[config.mk]
export PLATFORM = sky130hd
export DESIGN_NAME = snf_rxreq
export DESIGN_NICKNAME = d
export VERILOG_FILES = /design/src/rtl/snf_rxreq_pkg.sv /design/src/rtl/sfifo.sv /design/src/rtl/snf_rxreq.sv
export SDC_FILE = /design/constraint.sdc
export NUM_CORES = 1
export LEC_CHECK = 0
export BUFFER_PORTS_ARGS = -buffer_cell sky130_fd_sc_hd__buf_2
export CAP_MARGIN = 10
export CORE_MARGIN = 3
export CORE_UTILIZATION = 48
export CTS_CLUSTER_SIZE = 40
export DETAILED_ROUTE_END_ITERATION = 7
export PLACE_DENSITY = 0.71
export SYNTH_ARGS = -nofsm -noshare
export SYNTH_HDL_FRONTEND = slang
export SYNTH_SLANG_ARGS = --single-unit
[constraint.sdc]
create_clock -name clock -period 3.2 [get_ports clock]
set_input_delay 0.96 -clock clock [delete_from_list [all_inputs] [get_ports clock]]
set_output_delay 0.96 -clock clock [all_outputs]
set_load 0.05 [all_outputs]
[src/rtl/snf_rxreq_pkg.sv]
// Shared CHI REQ-channel types and constants for the SN-F request receiver.
package snf_rxreq_pkg;

  localparam int unsigned NODE_ID_W = 7;
  localparam int unsigned TXN_ID_W  = 8;
  localparam int unsigned OPCODE_W  = 6;
  localparam int unsigned ADDR_W    = 44;
  localparam int unsigned QOS_W     = 4;
  localparam int unsigned CNT_W     = 4;

  localparam int unsigned NUM_CREDITS_FOR_SN_REQ = 4;

  localparam logic [OPCODE_W-1:0] REQ_LCRD_RETURN       = 6'h00;
  localparam logic [OPCODE_W-1:0] REQ_READ_NO_SNP       = 6'h04;
  localparam logic [OPCODE_W-1:0] REQ_WRITE_NO_SNP_FULL = 6'h1D;

  typedef struct packed {
    logic [QOS_W-1:0]     qos;
    logic [NODE_ID_W-1:0] tgt_id;
    logic [NODE_ID_W-1:0] src_id;
    logic [TXN_ID_W-1:0]  txn_id;
    logic [OPCODE_W-1:0]  opcode;
    logic [ADDR_W-1:0]    addr;
  } reqflit_t;

  function automatic logic is_lcrd_return(input reqflit_t f);
    return f.opcode == REQ_LCRD_RETURN;
  endfunction

endpackage

[src/rtl/sfifo.sv]
// Synchronous first-word-fall-through FIFO with registered empty/full flags.
module sfifo #(
  parameter int unsigned WIDTH = 8,
  parameter int unsigned DEPTH = 4,
  parameter int unsigned CNT_W = $clog2(DEPTH + 1)
) (
  input  logic             clock,
  input  logic             rst_n,
  input  logic             wr_en,
  input  logic [WIDTH-1:0] wr_data,
  input  logic             rd_en,
  output logic [WIDTH-1:0] rd_data,
  output logic             empty,
  output logic             full,
  output logic [CNT_W-1:0] count
);

  localparam int unsigned PTR_W = (DEPTH > 1) ? $clog2(DEPTH) : 1;

  logic [WIDTH-1:0] mem [DEPTH];
  logic [PTR_W-1:0] wr_ptr;
  logic [PTR_W-1:0] rd_ptr;
  logic             do_wr;
  logic             do_rd;
  logic [CNT_W-1:0] count_nxt;

  assign do_wr     = wr_en && !full;
  assign do_rd     = rd_en && !empty;
  assign count_nxt = count + CNT_W'(do_wr) - CNT_W'(do_rd);
  assign rd_data   = mem[rd_ptr];

  // Pointers wrap explicitly so DEPTH need not be a power of two.
  always_ff @(posedge clock or negedge rst_n) begin
    if (!rst_n) begin
      wr_ptr <= '0;
      rd_ptr <= '0;
      count  <= '0;
      empty  <= 1'b1;
      full   <= 1'b0;
    end else begin
      if (do_wr) wr_ptr <= (wr_ptr == PTR_W'(DEPTH - 1)) ? '0 : wr_ptr + PTR_W'(1);
      if (do_rd) rd_ptr <= (rd_ptr == PTR_W'(DEPTH - 1)) ? '0 : rd_ptr + PTR_W'(1);
      count <= count_nxt;
      empty <= (count_nxt == '0);
      full  <= (count_nxt == CNT_W'(DEPTH));
    end
  end

  always_ff @(posedge clock) begin
    if (do_wr) mem[wr_ptr] <= wr_data;
  end

endmodule

[src/rtl/snf_rxreq.sv]
// SN-F receive side of the HN-F REQ channel: L-credit issue, flit buffering, link state.
// Optional TgtID filtering is enabled by defining SNF_RXREQ_TGTID_CHECK_EN.
module snf_rxreq
  import snf_rxreq_pkg::*;
#(
  parameter int unsigned          NUM_CREDITS = NUM_CREDITS_FOR_SN_REQ,
  parameter logic [NODE_ID_W-1:0] SN_ID       = '0
) (
  input  logic     clock,
  input  logic     rst_n,
  input  logic     rxreqflitpend,
  input  logic     rxreqflitv,
  input  reqflit_t rxreqflit,
  output logic     rxreqlcrdv,
  input  logic     link_active,
  output logic     link_stopped,
  output reqflit_t req_out,
  output logic     req_out_v,
  input  logic     req_out_rdy,
  output logic     err_overrun
`ifdef SNF_RXREQ_TGTID_CHECK_EN
  ,
  output logic     err_tgtid
`endif
);

  localparam logic [1:0] ST_STOP  = 2'd0;
  localparam logic [1:0] ST_RUN   = 2'd1;
  localparam logic [1:0] ST_DEACT = 2'd2;

  logic [1:0]       state;
  logic [1:0]       state_nxt;
  logic [CNT_W-1:0] crd_out;
  logic [CNT_W-1:0] crd_nxt;
  logic [CNT_W-1:0] fifo_cnt;
  logic [CNT_W:0]   committed;
  logic             lcrdv_nxt;
  logic             flit_take;
  logic             flit_enq;
  logic             overrun_set;
  logic             tgt_ok;
  logic             pop;
  logic             fifo_empty;
  logic             fifo_full;
  logic             unused_sink;

`ifdef SNF_RXREQ_TGTID_CHECK_EN
  assign tgt_ok = (rxreqflit.tgt_id == SN_ID);
`else
  assign tgt_ok = 1'b1;
`endif

  assign unused_sink = ^{rxreqflitpend, fifo_full, SN_ID};

  assign flit_take   = rxreqflitv && (crd_out != '0);
  assign overrun_set = rxreqflitv && (crd_out == '0);
  assign flit_enq    = flit_take && !is_lcrd_return(rxreqflit) && tgt_ok;
  assign req_out_v   = !fifo_empty;
  assign pop         = req_out_v && req_out_rdy;
  assign crd_nxt     = crd_out + CNT_W'(rxreqlcrdv) - CNT_W'(flit_take);

  // Slots already spoken for after this cycle; a pop frees its slot for next cycle's grant.
  assign committed = (CNT_W+1)'(crd_out) + (CNT_W+1)'(fifo_cnt)
                   + (CNT_W+1)'(rxreqlcrdv) - (CNT_W+1)'(pop);

  always_comb begin
    state_nxt = state;
    lcrdv_nxt = 1'b0;
    case (state)
      ST_STOP:  if (link_active) state_nxt = ST_RUN;
      ST_RUN:   if (!link_active) state_nxt = ST_DEACT;
      ST_DEACT: begin
        if (link_active)         state_nxt = ST_RUN;
        else if (crd_nxt == '0)  state_nxt = ST_STOP;
      end
      default:  state_nxt = ST_STOP;
    endcase
    if ((state == ST_RUN) && link_active && (committed < (CNT_W+1)'(NUM_CREDITS)))
      lcrdv_nxt = 1'b1;
  end

  always_ff @(posedge clock or negedge rst_n) begin
    if (!rst_n) begin
      state        <= ST_STOP;
      crd_out      <= '0;
      rxreqlcrdv   <= 1'b0;
      link_stopped <= 1'b1;
      err_overrun  <= 1'b0;
    end else begin
      state        <= state_nxt;
      crd_out      <= crd_nxt;
      rxreqlcrdv   <= lcrdv_nxt;
      link_stopped <= (state_nxt == ST_STOP);
      if (overrun_set) err_overrun <= 1'b1;
    end
  end

`ifdef SNF_RXREQ_TGTID_CHECK_EN
  always_ff @(posedge clock or negedge rst_n) begin
    if (!rst_n)                                                err_tgtid <= 1'b0;
    else if (flit_take && !is_lcrd_return(rxreqflit) && !tgt_ok) err_tgtid <= 1'b1;
  end
`endif

  sfifo #(
    .WIDTH ($bits(reqflit_t)),
    .DEPTH (NUM_CREDITS),
    .CNT_W (CNT_W)
  ) u_fifo (
    .clock   (clock),
    .rst_n   (rst_n),
    .wr_en   (flit_enq),
    .wr_data (rxreqflit),
    .rd_en   (pop),
    .rd_data (req_out),
    .empty   (fifo_empty),
    .full    (fifo_full),
    .count   (fifo_cnt)
  );

endmodule
==> impl_metrics.json, run 1 <==
{
  "status": "completed",
  "switching_share_pct": 38.5,
  "r2r_cells": 12,
  "cts_max_level": 2,
  "rsz0062_at_grt": "no",
  "start_kind": "flip-flop",
  "r2r_end": "link_stopped",
  "synthTopCellsByArea": "edfxtp_1, mux4_2, dfrtp_1",
  "tightest_slew_ps": 545,
  "fmax_mhz": 325,
  "overflow": 0,
  "place_area_um2": 13600,
  "totalWireLength_um": 23000,
  "grt_pass1_vias": 6379,
  "clk_latency_ps": 490,
  "syn_inst": 519,
  "cap_viol_max_count": 0,
  "wire_per_inst_um": 21.5,
  "antenna_found_initial": 5,
  "root_buffer": "clkbuf_16",
  "power.switching_uw": 6190,
  "hold_viol_final": 0,
  "fillers": 1800,
  "dp_hpwl_um": 14600,
  "die_area_um2": 27400,
  "tns_ps": 0,
  "r2r_start": "crd_out[2]",
  "core-area_um2": 24700,
  "finalCritPeriodShare_pct": 96.2,
  "synth_common_cells": "edfxtp_1, mux4_2, inv_1, ha_1, dfrtp_1",
  "die_x_um": 165,
  "powerDensity_nw_per_um2": 1090,
  "ant_nets": 0,
  "yosysMostFrequentCell": "edfxtp_1",
  "initial_core_util_pct": 49.4,
  "report.final.slew_viol_count": 0,
  "peakVddDrop_mv": 0.617,
  "clock_sinks": 323,
  "synth-seq-cells": 323,
  "syn_area_um2": 12200,
  "vias": 5785,
  "p_int_uw": 9880,
  "track_usage_pct": 17.3,
  "min-delay-path-class": "input pin to asynchronous set/reset pin",
  "clockBufferDepth": 3,
  "cp_max_fo": 46,
  "fp-row-count": 57,
  "clk_pin_slew_worst_paths_ps": 60,
  "setup_violations": 0,
  "die_y_um": 165,
  "final_area_um2": 14700,
  "grt_pass1_wl_um": 35900,
  "p_comb_share_pct": 40.8,
  "nets": 824,
  "synth_nets": 625,
  "drt_iter0_drc": 442,
  "synth_top_area_share_pct": 74.8,
  "end_kind": "primary output",
  "worst_ep_arrival_time_ps": 2120,
  "async_reset_ff_share_pct": 5.88,
  "synth_top_area_cell": "edfxtp_1",
  "seq_area_frac_synth_pct": 78.7,
  "rrSetupSlack_ps": 200,
  "vias_per_cell": 5.42,
  "syn_area_per_cell_um2": 23.5,
  "pwr-share-clk_pct": 22.6,
  "relSlewSlack_pct": 63.5,
  "globalplace.congestion": 0.793,
  "cts_tree": "yes",
  "grt_start_max_net_pins": 55,
  "seqPwrFrac_pct": 36.6,
  "yosysWarnings": 0,
  "path_class": "flip-flop to primary output",
  "io_buffers": 160,
  "areaGrowthSynthToFinish_pct": 20.7,
  "synth_edf_count": 304,
  "crit_start": "u_fifo.rd_ptr[0]",
  "io_pins": 162,
  "drc": 0,
  "min_period_ps": 3080,
  "drt-pass1-iter-count": 6,
  "fin_skew_ps": 11.7,
  "drive_above_1_share_pct": 43.1,
  "critical_path_required_ps": 2240,
  "synth_cell_types": 39,
  "p_leak_uw": 0.00522,
  "numCtsBuffers": 34,
  "ys.flop_type": "edfxtp_1",
  "fin_util_pct": 59.7
}
repair_timing:
| action | CTS | global route |
|---|---|---|
| hold buffers | 0 | 0 |
| resized for setup | 1 | 3 |
| pin swaps | 0 | 1 |
| gates cloned | 0 | 0 |
| setup endpoints to repair | 22 | 2 |
| endpoints found under the hold margin | 0 | 0 |
| buffers inserted | 1 | 0 |
power by group through the flow:
stage	sequential [µW]	clock (µW)	combinational [µW]
6_report	5880	3630	6560
4_1_cts	5900	3730	6640
3_3_place_gp	5940	0	6380
2_1_floorplan	5880	0	4960
3_5_place_dp	6010	0	6530
5_1_grt	5960	3910	7000
state kept, by name (all words and copies together) (netlist names), 2 cells and up:
name / flops
u_fifo.mem: 304
u_fifo.count: 4
state: 2
crd_out: 4
u_fifo.wr_ptr: 2
u_fifo.rd_ptr: 2
stage by stage:
step / hold WS (ps) / worst slack [ps] / power (µW) / instances
floorplan: 474 / 58.4 / 10800 / 519
global placement: 441 / -169 / 12300 / 1005
detailed placement: 450 / -222 / 12500 / 1005
CTS: 396 / 64.5 / 16300 / 1064
global route: 413 / 15.4 / 16900 / 1066
finish: 413 / 120 / 16100 / 1067
worst max-delay path by stage:
stage / slack [ps] / end
2_1_floorplan: 60 / link_stopped
3_3_place_gp: -170 / link_stopped
5_1_grt: 20 / req_out[68]
6_report: 120 / req_out[52]
3_5_place_dp: -220 / link_stopped
4_1_cts: 60 / req_out[52]
critical path: stages (launching register included):
cell     delay [ps]
dfrtp_4         440
buf_12          330
mux4_2          580
buf_2           230
cell usage in the layout (no fill, tap or decap), types with 3 or more instances in the layout:
cell,count
clkbuf_16,35
inv_1,25
a21oi_1,6
dfrtp_1,15
mux4_2,76
edfxtp_1,304
diode_2,3
clkbuf_1,7
nand2_1,3
ha_1,22
buf_2,160
xnor2_1,4
buf_12,13
clkinv_1,5
nor2_1,3
clkinv_2,6
buf_4,8
a21o_1,3
and2_4,4
layout make-up:
cell class | instances | area, µm² | area share [%]
Sequential cell | 323 | 9610 | 65.3
Multi-Input combinational cell | 153 | 2450 | 16.6
Timing Repair Buffer | 181 | 1120 | 7.61
Clock buffer | 42 | 902 | 6.13
Tap cell | 324 | 405 | 2.75
Clock inverter | 16 | 134 | 0.909
Inverter | 25 | 93.8 | 0.637
Antenna cell | 3 | 7.51 | 0.0510
cell families (layout without fill, tap and decap cells):
logic type	Yosys count	after routing	synth area share, %
and+or+nand+nor	27	27	1.40
muxes	80	80	14.4
other	0	3	0
adders and majority gates	24	24	2.58
AOI/OAI and AO/OA	16	16	0.892
DFF	323	323	78.7
buffers and inverters	43	264	1.50
xor gates and xnor gates	6	6	0.492
layer usage:
layer / vias up / wire length (µm) / GRT usage (%)
met5: - / 36 / 0
met4: 6 / 414 / 4.80
met3: 35 / 1590 / 4.07
met2: 167 / 11700 / 29.2
met1: 3012 / 9270 / 22.9
li1: 2565 / - / -
No activity file was read; power rests on OpenSTA's default activity.
==> inputs of run 2 (changes only) <==
--- a/config.mk
+++ b/config.mk
@@ -11,7 +11,8 @@
 export CORE_UTILIZATION = 48
 export CTS_CLUSTER_SIZE = 40
 export DETAILED_ROUTE_END_ITERATION = 7
-export PLACE_DENSITY = 0.71
+export PLACE_DENSITY = 0.75
+export SLEW_MARGIN = 20
 export SYNTH_ARGS = -nofsm -noshare
 export SYNTH_HDL_FRONTEND = slang
 export SYNTH_SLANG_ARGS = --single-unit
==> run 2 against run 1 <==
Fmax about the same. Final cell count decreased by 0.66%. Sequential share of layout area increased by 0.42 points. Register-to-register slack improved by 30 ps. Power fell by 0.64%. Clock power barely moved. Via count down 1.1%. Global-route usage is 0.45 points lower. Largest power group unchanged. Highest routed layer unchanged.
==> impl_metrics.json, run 2 (same netlist as run 1, synthesis figures left out) <==
{
  "status": "completed",
  "drt_iter0_drc": 495,
  "hold_viol_final": 0,
  "cts_max_level": 2,
  "finalCritPeriodShare_pct": 96.2,
  "report.final.slew_viol_count": 0,
  "mostFrequentLayoutCells": "edfxtp_1, buf_2, mux4_2",
  "cap_viol_max_count": 0,
  "clk_latency_ps": 490,
  "track_usage_pct": 16.9,
  "max_stage_delay_ps": 590,
  "drc": 0,
  "powerDensity_nw_per_um2": 1090,
  "fmax_mhz": 325,
  "totalWireLength_um": 22900,
  "die_area_um2": 27400,
  "tightest_slew_ps": 600,
  "finalPower_uw": 16000,
  "fp-row-count": 57,
  "cpMaxStageDelayCell": "mux4_2",
  "tns_ps": 0,
  "grt_start_max_net_pins": 54,
  "vias": 5723,
  "end_kind": "primary output",
  "relSlewSlack_pct": 60.0,
  "path_class": "flip-flop to primary output",
  "min_period_ps": 3080,
  "ant_nets": 0,
  "io_pins": 162,
  "grt_pass1_vias": 6279,
  "critical_path_required_ps": 2240,
  "clockBufferDepth": 3,
  "min-delay-path-class": "input pin to asynchronous set/reset pin",
  "critPathTopFamily": "buffers and inverters",
  "vias_per_cell": 5.40,
  "root_buffer": "clkbuf_16",
  "multi_input_area_um2": 2450,
  "numCtsBuffers": 34,
  "initial_core_util_pct": 49.4,
  "setup_violations": 0,
  "largest_reg_flops": 304,
  "cp_max_fo": 53,
  "fin_skew_ps": 15.5,
  "regMostFlops": "u_fifo.mem",
  "overflow": 0,
  "drt-pass1-iter-count": 4,
  "hold_buffers": 0,
  "globalplace.congestion": 0.756,
  "areaGrowthSynthToFinish_pct": 19.9,
  "path_buf_inv": 2,
  "fillers": 1785,
  "dp_slack_ps": -186,
  "worst_ep_arrival_time_ps": 2120,
  "core-area_um2": 24700,
  "worst-path-stages": 3,
  "final_common_cell": "edfxtp_1",
  "rsz0062_at_grt": "no",
  "wire_per_inst_um": 21.6,
  "dp_hpwl_um": 14400,
  "worstPathCellList": "buf_16 > mux4_2 > buf_2",
  "nets": 819,
  "cts_tree": "yes",
  "io_buffers": 160,
  "peakVddDrop_mv": 0.674,
  "p_leak_uw": 0.00517,
  "grt_pass1_wl_um": 35000,
  "drive_above_1_share_pct": 42.2,
  "clk_pin_slew_worst_paths_ps": 60,
  "r2r_cells": 12,
  "die_x_um": 165,
  "antenna_found_initial": 3,
  "start_kind": "flip-flop",
  "layout_setup_ws_ps": 120,
  "clock_sinks": 323,
  "regArea_um2": 9610,
  "largestRegisters": "u_fifo.mem x304, crd_out x4, u_fifo.count x4",
  "die_y_um": 165
}
-- run 2: cell types whose count changed in the layout (fill, tap and decap cells not counted), sizes merged --
cell and delta:
buf -5, clkbuf -1, clkinvlp -1, diode -1, inv +1
-- run 2: area by class of cell --
class	instances	share of cell area (%)
flip-flops and latches	323	65.7
multi-input cells	153	16.7
repair buffers	176	7.11
clock buffers	41	6.14
well taps	324	2.77
clock inverters	16	0.864
inverters	25	0.641
diodes	2	0.0342
-- run 2: path summary, 6_finish.rpt --
path / from / to / slack [ps]
setup / recovery: u_fifo.rd_ptr[0] / req_out[6] / 120
max in group asynchronous: rst_n / u_fifo.rd_ptr[0] / 2440
hold / removal: rst_n / err_overrun / 420
setup reg to reg: crd_out[2] / link_stopped / 230
hold reg to reg: err_overrun / err_overrun / 470
min in group clock: err_overrun / err_overrun / 470
-- run 2: what timing repair did --
item	4_1_cts	5_1_grt
pin swaps	0	1
setup buffers	0	1
gates cloned	0	0
endpoints found under the hold margin	0	0
setup endpoints to repair	3	16
resized for setup	2	4
-- run 2: through the flow --
step | instances | cell area (µm²) | hold WS (ps) | util, %
after floorplan | 519 | 12200 | 474 | -
after global placement | 1000 | 13500 | 443 | 54.9
after detailed placement | 1000 | 13500 | 458 | 54.9
after CTS | 1057 | 14600 | 407 | 59.1
after global routing | 1059 | 14600 | 435 | 59.3
final | 1060 | 14600 | 416 | 59.3
-- run 2: routing by layer --
layer  track usage (%)  share of wire (%)
met5                 0              0.092
met3              3.92                6.4
met2              29.7                 52
met4              4.31                1.8
met1              21.3                 39
-- run 2: worst reg2reg max path: stages (launching register included) --
cell and delay [ps]:
dfrtp_1 360, inv_1 100, ha_1 170, nor3b_4 190, nor2b_1 80, ha_1 270
inv_1 40, ha_1 200, fa_1 490, or4b_4 550, a2111oi_4 230, nor3_1 90
a21oi_1 130
-- run 2: power breakdown --
part / switching [µW] / internal [µW]
Clock: 1450 / 2150
Combinational: 4420 / 2070
Sequential: 290 / 5590
==> inputs of run 3 (changes only) <==
--- a/config.mk
+++ b/config.mk
@@ -8,10 +8,10 @@
 export BUFFER_PORTS_ARGS = -buffer_cell sky130_fd_sc_hd__buf_2
 export CAP_MARGIN = 10
 export CORE_MARGIN = 3
-export CORE_UTILIZATION = 48
+export CORE_UTILIZATION = 42
 export CTS_CLUSTER_SIZE = 40
 export DETAILED_ROUTE_END_ITERATION = 7
-export PLACE_DENSITY = 0.75
+export PLACE_DENSITY = 0.68
 export SLEW_MARGIN = 20
 export SYNTH_ARGS = -nofsm -noshare
 export SYNTH_HDL_FRONTEND = slang
==> run 3 against run 2 <==
Sequential power is essentially flat. Non-clock buffer count grew 15. Routed wire length grew 1.5%. Combinational power grew 3.4%. Power grew 2.1%. Register-to-register slack lost 20 ps. Largest power group unchanged. Global-route usage shrank 2.0 points. First-iteration DRC count shrank 29%.
==> impl_metrics.json, run 3 (same netlist as run 1, synthesis figures left out) <==
{
  "status": "completed",
  "powerDensity_nw_per_um2": 1090,
  "core-area_um2": 28200,
  "report.final.slew_viol_count": 0,
  "totalWireLength_um": 23300,
  "grt_start_max_net_pins": 40,
  "final_area_um2": 14900,
  "critPathTopFamily": "flip-flops",
  "clockBufferDepth": 3,
  "power.switching_uw": 6210,
  "peakVddDrop_mv": 0.549,
  "initial_core_util_pct": 43.2,
  "root_buffer": "clkbuf_16",
  "path_class": "flip-flop to primary output",
  "place_area_um2": 13700,
  "end_kind": "primary output",
  "nets": 834,
  "p_int_uw": 10100,
  "drt-pass1-iter-count": 5,
  "fin_skew_ps": 9.49,
  "drive_above_1_share_pct": 43.6,
  "min_period_ps": 3070,
  "r2r_start": "crd_out[2]",
  "cts_max_level": 2,
  "antenna_found_initial": 3,
  "drt_iter0_drc": 351,
  "grt_pass1_wl_um": 35900,
  "vias": 5882,
  "rsz0062_at_grt": "no",
  "pwr-share-clk_pct": 22.7,
  "grt_pass1_vias": 6353,
  "p_leak_uw": 0.00528,
  "wire_per_inst_um": 20.7,
  "max_stage_delay_ps": 680,
  "finalCritPeriodShare_pct": 95.9,
  "dr.max_layer_used": "met5",
  "p_comb_share_pct": 41.2,
  "fillers": 2212,
  "tns_ps": 0,
  "critical_path_required_ps": 2240,
  "ant_nets": 0,
  "dp_hpwl_um": 15100,
  "r2r_end": "link_stopped",
  "path_buf_inv": 2,
  "drc": 0,
  "die_x_um": 176,
  "tightest_slew_ps": 521,
  "fp-row-count": 61,
  "io_buffers": 160,
  "numCtsBuffers": 34,
  "clk_latency_ps": 490,
  "cts_tree": "yes",
  "seqPwrFrac_pct": 36.2,
  "largest_reg_flops": 304,
  "cp_max_fo": 23,
  "start_kind": "flip-flop",
  "regMostFlops": "u_fifo.mem",
  "wl_met1_um": 9230,
  "worst-path-stages": 3,
  "vias_per_cell": 5.22,
  "final_common_cell": "edfxtp_1",
  "io_pins": 162,
  "hold_viol_final": 0,
  "mostFrequentLayoutCells": "edfxtp_1, buf_2, mux4_2",
  "rrSetupSlack_ps": 210,
  "r2r_cells": 12,
  "track_usage_pct": 14.9,
  "die_area_um2": 31100,
  "wl_met2_um": 12000,
  "setup_violations": 0,
  "fmax_mhz": 326,
  "worst_ep_arrival_time_ps": 2110,
  "areaGrowthSynthToFinish_pct": 22.1,
  "worstPathCellList": "buf_4 > mux4_2 > buf_2",
  "largestRegisters": "u_fifo.mem x304, crd_out x4, u_fifo.count x4",
  "clk_pin_slew_worst_paths_ps": 60,
  "cpMaxStageDelayCell": "dfrtp_4",
  "globalplace.congestion": 0.746,
  "min-delay-path-class": "input pin to asynchronous set/reset pin",
  "clock_sinks": 323,
  "overflow": 0,
  "switching_share_pct": 38.1,
  "die_y_um": 176,
  "relSlewSlack_pct": 65.1,
  "met3_wirelength_um": 1450,
  "cap_viol_max_count": 0
}
==> run 3: worst max-delay path by stage <==
stage / to / start / slack (ps)
global placement: link_stopped / rxreqflitv / -160
floorplan: link_stopped / rxreqflitv / 60
CTS: req_out[26] / u_fifo.rd_ptr[1] / 90
finish: req_out[7] / u_fifo.rd_ptr[1] / 130
detailed placement: link_stopped / rxreqflitv / -240
global route: link_stopped / crd_out[2] / 30
==> run 3: timing repair <==
| item | CTS | global route |
|---|---|---|
| hold buffers | 0 | 0 |
| buffers inserted | 6 | 0 |
| pin swaps | 0 | 2 |
| resized for setup | 1 | 4 |
| endpoints found under the setup margin | 49 | 2 |
==> run 3: layout make-up <==
| type | count | area [µm²] | share of cell area (%) |
|---|---|---|---|
| Sequential cell | 323 | 9610 | 64.5 |
| Multi-Input combinational cell | 153 | 2450 | 16.4 |
| Timing Repair Buffer | 191 | 1210 | 8.11 |
| Clock buffer | 45 | 913 | 6.13 |
| Tap cell | 378 | 473 | 3.17 |
| Clock inverter | 11 | 148 | 0.991 |
| Inverter | 25 | 93.8 | 0.630 |
| Antenna cell | 1 | 2.50 | 0.0168 |
==> run 3: per-layer routing <==
metal / up-vias / GRT usage (%)
li1: 2580 / -
met1: 3066 / 18.5
met2: 185 / 25.7
met3: 47 / 3.70
met4: 4 / 4.71
met5: - / 0
==> run 3: power groups by stage <==
stage	clock [µW]	combinational, µW	sequential, µW
after global routing	3970	7120	5960
after detailed placement	0	6570	6050
after global placement	0	6430	5980
after floorplan	0	4960	5880
after CTS	3810	6790	5900
final	3700	6710	5900
==> run 3: per-stage QoR <==
| step | power [µW] | setup slack [ps] | utilization (%) | hold slack, ps | std cells |
|---|---|---|---|---|---|
| 3_3_place_gp | 12400 | -161 | 48.7 | 449 | 1064 |
| 6_report | 16300 | 132 | 52.8 | 417 | 1127 |
| 3_5_place_dp | 12600 | -240 | 48.7 | 462 | 1064 |
| 4_1_cts | 16500 | 87.3 | 52.7 | 413 | 1126 |
| 5_1_grt | 17000 | 30.9 | 52.8 | 435 | 1127 |
| 2_1_floorplan | 10800 | 58.4 | - | 474 | 519 |
